**src/rtl/vga_pkg.sv**
```systemverilog
// Shared types and constants for the display timing generator and its pattern source.
package vga_pkg;

  typedef enum logic [1:0] {
    PAT_SOLID = 2'd0,
    PAT_BARS  = 2'd1,
    PAT_CHECK = 2'd2,
    PAT_RAMP  = 2'd3
  } pattern_e;

  // Bar colours, left to right, as {r,g,b}.
  localparam logic [23:0] BAR_RGB [8] = '{
    24'hFFFFFF, 24'hFFFF00, 24'h00FFFF, 24'h00FF00,
    24'hFF00FF, 24'hFF0000, 24'h0000FF, 24'h000000
  };

endpackage

```
**src/rtl/tpg_pixel.sv**
```systemverilog
// Combinational test-pattern colour for one pixel; the caller masks blanking and registers it.
module tpg_pixel
  import vga_pkg::*;
#(
  parameter int          CORDW     = 11,
  parameter int          H_RES     = 640,
  parameter logic [23:0] SOLID_RGB = 24'hFFFFFF,
  parameter int          CHK_LOG2  = 5
) (
  input  logic signed [CORDW-1:0] i_sx,
  input  logic                    i_chk_y,
  input  pattern_e                i_mode,
  output logic [23:0]             o_rgb
);

  localparam int BAR_W = H_RES / 8;

  logic [CORDW-1:0] w_ux;
  logic [CORDW-1:0] w_bar;

  // Only meaningful for visible pixels, where sx is non-negative.
  assign w_ux  = i_sx;
  assign w_bar = w_ux / CORDW'(BAR_W);

  always_comb begin
    o_rgb = 24'h000000;
    case (i_mode)
      PAT_SOLID: o_rgb = SOLID_RGB;
      PAT_BARS:  if (w_bar < CORDW'(8)) o_rgb = BAR_RGB[w_bar[2:0]];
      PAT_CHECK: o_rgb = (i_sx[CHK_LOG2] ^ i_chk_y) ? 24'h000000 : 24'hFFFFFF;
      PAT_RAMP:  o_rgb = {3{i_sx[7:0]}};
      default:   o_rgb = 24'h000000;
    endcase
  end

endmodule

```
**src/rtl/vga_timing_tpg.sv**
```systemverilog
// Display timing generator: signed raster counters, sync/de decode, strobes and a
// registered test-pattern output stage, all advancing only on pixel-enable.
module vga_timing_tpg
  import vga_pkg::*;
#(
  parameter int          CORDW     = 11,
  parameter int          H_RES     = 640,
  parameter int          H_FP      = 16,
  parameter int          H_SYNC    = 96,
  parameter int          H_BP      = 48,
  parameter int          V_RES     = 480,
  parameter int          V_FP      = 10,
  parameter int          V_SYNC    = 2,
  parameter int          V_BP      = 33,
  parameter logic        H_POL     = 1'b0,
  parameter logic        V_POL     = 1'b0,
  parameter logic [23:0] SOLID_RGB = 24'hFFFFFF,
  parameter int          CHK_LOG2  = 5
) (
  input  logic                    clk_pix,
  input  logic                    rst_pix,
  input  logic                    en,
  input  logic [1:0]              pattern_mode,
  output logic                    hsync,
  output logic                    vsync,
  output logic                    de,
  output logic                    frame,
  output logic                    line,
  output logic signed [CORDW-1:0] sx,
  output logic signed [CORDW-1:0] sy,
  output logic [7:0]              r,
  output logic [7:0]              g,
  output logic [7:0]              b
);

  localparam int H_STA_I = -(H_FP + H_SYNC + H_BP);
  localparam int V_STA_I = -(V_FP + V_SYNC + V_BP);
  localparam int C_MAX   = 2**(CORDW-1) - 1;

  localparam logic signed [CORDW-1:0] H_STA  = CORDW'(H_STA_I);
  localparam logic signed [CORDW-1:0] HS_STA = CORDW'(H_STA_I + H_FP);
  localparam logic signed [CORDW-1:0] HS_END = CORDW'(H_STA_I + H_FP + H_SYNC - 1);
  localparam logic signed [CORDW-1:0] H_END  = CORDW'(H_RES - 1);
  localparam logic signed [CORDW-1:0] V_STA  = CORDW'(V_STA_I);
  localparam logic signed [CORDW-1:0] VS_STA = CORDW'(V_STA_I + V_FP);
  localparam logic signed [CORDW-1:0] VS_END = CORDW'(V_STA_I + V_FP + V_SYNC - 1);
  localparam logic signed [CORDW-1:0] V_END  = CORDW'(V_RES - 1);

  if (H_RES < 8) begin : g_hres_chk
    $error("H_RES must be at least 8");
  end
  if (CORDW < 8 || CHK_LOG2 >= CORDW || H_RES - 1 > C_MAX || V_RES - 1 > C_MAX ||
      H_STA_I < -(C_MAX + 1) || V_STA_I < -(C_MAX + 1)) begin : g_cordw_chk
    $error("CORDW too narrow for the configured timing");
  end

  logic signed [CORDW-1:0] r_x;
  logic signed [CORDW-1:0] r_y;
  pattern_e                r_mode;

  logic        w_line_end;
  logic        w_start;
  logic        w_de;
  logic        w_hs_act;
  logic        w_vs_act;
  logic [23:0] w_rgb;

  assign w_line_end = (r_x == H_END);
  assign w_start    = (r_x == H_STA) && (r_y == V_STA);
  assign w_de       = !r_x[CORDW-1] && !r_y[CORDW-1];
  assign w_hs_act   = (r_x >= HS_STA) && (r_x <= HS_END);
  assign w_vs_act   = (r_y >= VS_STA) && (r_y <= VS_END);

  tpg_pixel #(
    .CORDW     (CORDW),
    .H_RES     (H_RES),
    .SOLID_RGB (SOLID_RGB),
    .CHK_LOG2  (CHK_LOG2)
  ) u_tpg (
    .i_sx    (r_x),
    .i_chk_y (r_y[CHK_LOG2]),
    .i_mode  (r_mode),
    .o_rgb   (w_rgb)
  );

  // Outputs reflect the counter value held before each enabled edge (one-cycle latency).
  always_ff @(posedge clk_pix) begin
    if (rst_pix) begin
      r_x    <= H_STA;
      r_y    <= V_STA;
      r_mode <= PAT_SOLID;
      hsync  <= !H_POL;
      vsync  <= !V_POL;
      de     <= 1'b0;
      frame  <= 1'b0;
      line   <= 1'b0;
      sx     <= H_STA;
      sy     <= V_STA;
      r      <= 8'h00;
      g      <= 8'h00;
      b      <= 8'h00;
    end else if (en) begin
      if (w_start) r_mode <= pattern_e'(pattern_mode);
      if (w_line_end) begin
        r_x <= H_STA;
        r_y <= (r_y == V_END) ? V_STA : r_y + CORDW'(1);
      end else begin
        r_x <= r_x + CORDW'(1);
      end
      hsync <= w_hs_act ? H_POL : !H_POL;
      vsync <= w_vs_act ? V_POL : !V_POL;
      de    <= w_de;
      frame <= w_start;
      line  <= (r_x == H_STA);
      sx    <= r_x;
      sy    <= r_y;
      r     <= w_de ? w_rgb[23:16] : 8'h00;
      g     <= w_de ? w_rgb[15:8]  : 8'h00;
      b     <= w_de ? w_rgb[7:0]   : 8'h00;
    end
  end

endmodule
```
**config.mk**
```make
export PLATFORM = sky130hd
export DESIGN_NAME = vga_timing_tpg
export DESIGN_NICKNAME = d
export VERILOG_FILES = /design/src/rtl/vga_pkg.sv /design/src/rtl/tpg_pixel.sv /design/src/rtl/vga_timing_tpg.sv
export SDC_FILE = /design/constraint.sdc
export NUM_CORES = 1
export LEC_CHECK = 0
export CORE_MARGIN = 1.5
export CORE_UTILIZATION = 41
export CTS_BUF_LIST = sky130_fd_sc_hd__clkbuf_4
export DETAILED_ROUTE_END_ITERATION = 16
export PLACE_DENSITY = 0.62
export SYNTH_ARGS = -nofsm -noshare
export SYNTH_HDL_FRONTEND = slang
export SYNTH_SLANG_ARGS = --single-unit
```
**constraint.sdc**
```tcl
create_clock -name clk_pix -period 2.25 [get_ports clk_pix]
set_input_delay 0.225 -clock clk_pix [delete_from_list [all_inputs] [get_ports clk_pix]]
set_output_delay 0.225 -clock clk_pix [all_outputs]
set_load 0.02 [all_outputs]
```
==> reports/results.ini <==
[layout]
post_route_cells_drive_above_1_share_pct = 12.3
areaGrowthSynthToFinish_pct = 21.9
nFillCells = 828
diodes = 0
design_area_sq_um = 4610
multi_input_comb_area_sq_um = 2070
most_frequent_standard_cell_in_the_layout_excluding_fill_and_tap_cells = sky130_fd_sc_hd__dfxtp_1
register_area_sq_um = 1500
num-nets-final = 499
most-common-layout-cells = sky130_fd_sc_hd__dfxtp_1, sky130_fd_sc_hd__clkdlybuf4s50_1, sky130_fd_sc_hd__nor2_1, sky130_fd_sc_hd__nand2_1, sky130_fd_sc_hd__a21oi_1

[placed_design]
buffers_on_ports = 55
cell_area_after_placement_sq_um = 4480
dp_slack_ps = 141
hpwl_um = 6820
gp_congestion = 0.854

[yosys]
yosys.cell_types.count = 65
ff_latch_count_synth = 75
synth.area.top_cells = sky130_fd_sc_hd__dfxtp_1, sky130_fd_sc_hd__nor2_1, sky130_fd_sc_hd__nand2_1
ys.warnings.count = 0
syn_area_sq_um = 3780
postSynthCellCount = 437
net_count_after_synthesis = 447
synth_edf_count = 0
synthArstFlopShare_pct = 0
ys.flop_type = sky130_fd_sc_hd__dfxtp_1
synth.avg_cell_area_sq_um = 8.65
synthDominantCellAreaShare_pct = 39.7
post-synth-top-area-cell = sky130_fd_sc_hd__dfxtp_1
synth-seq-area-share_pct = 39.7

[critical_path]
regToRegStartpoint = r_x[8]$_SDFFE_PP1P_
worst-path-max-fanout = 16
critical_path_at_ps = 2420
worstRegToRegCells = 6
timing.critical_path.required_ps = 2600
crit_path_max_incr_delay_ps = 540
crit_family = compound AO/OA/AOI/OAI gates
crit_path_frequent_cell = sky130_fd_sc_hd__a211oi_2
ff2ff_setup_slack_ps = 180
timing.critical_path.from_type = register
cp.buffers_inverters = 1
crit_path_start = r_x[8]$_SDFFE_PP1P_
critical_path.cell_chain = buf_4, xnor2_2, a211oi_2, o21ai_0, a2111o_4, a211oi_2
cell_depth_of_the_worst_setup_path = 6
critical-path-slowest-cell = sky130_fd_sc_hd__a2111o_4
critical_path_class = reg2reg
critPathCaptureType = register
reg2reg_to = r[6]$_SDFFE_PP0P_
timing.critical_path.to = r[6]$_SDFFE_PP0P_

[detailed_routing]
initialDrtViolationCount = 215
drtAntennaViolNets = 0
detailedRoute.firstPassIterationCount = 4
route.detailed.wl_per_inst_um = 16.2
met3_wl_post_dr_um = 525
total_number_of_vias = 3369
met1_length_um = 4790
route.final.wire_length_um = 9770
detail_route.vias_per_cell = 5.60
wl_met2_um = 4310
routed.top_layer = met4
drc = 0

[clock_network]
cts-hold-fix-buffers = 0
clk_transition_reported_paths_ps = 130
cts_root_buf = sky130_fd_sc_hd__clkbuf_4
cts_num_sinks = 75
cts_tree = yes
clock_insertion_delay_worst_skew_ps = 430
htreeDepth = 3
cts_inserted_buffers = 9
clk_path_buf_depth = 2

[die]
die_height_um = 99.0
floorplan.initialDensity_pct = 42.7
dieWidth_um = 99.0
io_pins = 56
die_area_sq_um = 9810
rows = 34
core_area_sq_um = 8850

[timing]
report.final.setup_viol = 0
max_clock_freq_mhz = 483
min_cycle_time_layout_ps = 2070
rsz0062_at_grt = no
final-max-slew-violation-count = 0
tightestPinTransition_ps = 604
fin_worst_skew_ps = 22.4
setup_total_negative_slack_ps = 0
layout_setup_ws_ps = 179
finalHoldViolations = 0
final.period_utilization_pct = 92.0
slew_headroom_pct = 59.7

[global_route]
grt_first_pass_wirelength_um = 16500
grt_start_max_net_pins = 54
grt.total_usage_pct = 21.1
overflow = 0
vias_in_the_first_global_route = 3260
antenna_found_initial = 0

[power_and_ir_drop]
power.static_leakage_nw = 1.74
peak_supply_drop_v = 0.000279
p_per_area_nw_per_um2 = 517

[job]
maxCapViolations = 0

[hold_path]
min_path_type = in2reg

[status]
result_of_the_run = finished clean

through the flow:
step	utilization (%)	hold slack (ps)	std cells	total power [mW]
global route	52.1	184	602	2.48
detailed placement	50.6	452	586	1.63
finish	52.1	183	602	2.38
CTS	52.0	159	602	2.42
floorplan	-	369	437	1.53
global placement	50.6	447	586	1.62
synthesized netlist by cell type, types with 2 or more instances:
cell type / n
sky130_fd_sc_hd__nor3b_1: 4
sky130_fd_sc_hd__o21ai_0: 15
sky130_fd_sc_hd__and3_1: 2
sky130_fd_sc_hd__nor2b_1: 17
sky130_fd_sc_hd__a21o_1: 7
sky130_fd_sc_hd__nand2_1: 37
sky130_fd_sc_hd__mux2i_1: 12
sky130_fd_sc_hd__a21oi_1: 23
sky130_fd_sc_hd__nand4_1: 7
sky130_fd_sc_hd__buf_4: 2
sky130_fd_sc_hd__nand4b_1: 2
sky130_fd_sc_hd__xor2_1: 10
sky130_fd_sc_hd__buf_1: 2
sky130_fd_sc_hd__nor4_1: 4
sky130_fd_sc_hd__nor4bb_1: 2
sky130_fd_sc_hd__xnor2_1: 9
sky130_fd_sc_hd__nand3b_1: 3
sky130_fd_sc_hd__ha_1: 5
sky130_fd_sc_hd__inv_1: 11
sky130_fd_sc_hd__nor3_1: 5
sky130_fd_sc_hd__nand2b_1: 11
sky130_fd_sc_hd__dfxtp_1: 75
sky130_fd_sc_hd__a211o_1: 10
sky130_fd_sc_hd__o21a_1: 3
sky130_fd_sc_hd__a221oi_1: 2
sky130_fd_sc_hd__buf_2: 7
sky130_fd_sc_hd__clkbuf_1: 24
sky130_fd_sc_hd__and2_1: 7
sky130_fd_sc_hd__o211ai_1: 3
sky130_fd_sc_hd__a211oi_2: 9
sky130_fd_sc_hd__nor4b_1: 3
sky130_fd_sc_hd__nor2_1: 41
sky130_fd_sc_hd__buf_6: 2
sky130_fd_sc_hd__o221ai_1: 2
sky130_fd_sc_hd__nand3_1: 11
sky130_fd_sc_hd__a2bb2oi_1: 2
sky130_fd_sc_hd__a22oi_1: 8
sky130_fd_sc_hd__o21bai_1: 3
sky130_fd_sc_hd__o22ai_1: 9
what timing repair did:
action	in CTS	in global routing
setup buffers	0	0
gates resized for setup	0	3
setup endpoints to repair	0	10
state kept, by name, summed over array words and instances (netlist names), 2 cells and up:
signal and count:
r_mode 2, r 8, sx 11, g 8, r_x 11, r_y 11
sy 11, b 8
report_power, final:
part           leakage, nW  internal [mW]  switching [mW]
Combinational         1.07         0.0901           0.138
Clock               0.0680          0.246           0.540
Sequential           0.608           1.35          0.0176
Total                 1.74           1.69           0.695
cell families after synthesis:
logic type      synth area share, %
simple gates                   22.7
flops                          39.7
compound gates                 21.9
mux                            3.47
fa+ha+maj                      1.65
buf+inv                        5.69
xor+xnor                       4.83
metal layers:
metal,vias up,GRT usage (%)
met1,1609,30.6
met3,14,3.69
li1,1657,-
met5,-,0
met2,89,32.0
met4,0,6.26
final cells by class:
type	count	area share (%)
multi-input cells	313	44.9
flip-flops and latches	75	32.6
repair buffers	78	15.7
well taps	108	2.93
clock buffers	9	1.47
clock inverters	7	1.30
inverters	12	0.977
how the worst min path moves through the flow:
stage / cells after the start / slack, ps / to / start
global placement: 1 / 450 / sy[1]$_SDFFE_PP1P_ / sy[1]$_SDFFE_PP1P_
finish: 2 / 180 / sx[7]$_SDFFE_PP0P_ / rst_pix
CTS: 2 / 160 / sx[7]$_SDFFE_PP0P_ / rst_pix
detailed placement: 2 / 450 / g[4]$_SDFFE_PP0P_ / g[4]$_SDFFE_PP0P_
global route: 2 / 180 / sx[7]$_SDFFE_PP0P_ / rst_pix
floorplan: 2 / 370 / r_mode[0]$_SDFFE_PP0P_ / pattern_mode[0]
Power figures use the tool's default switching activity.
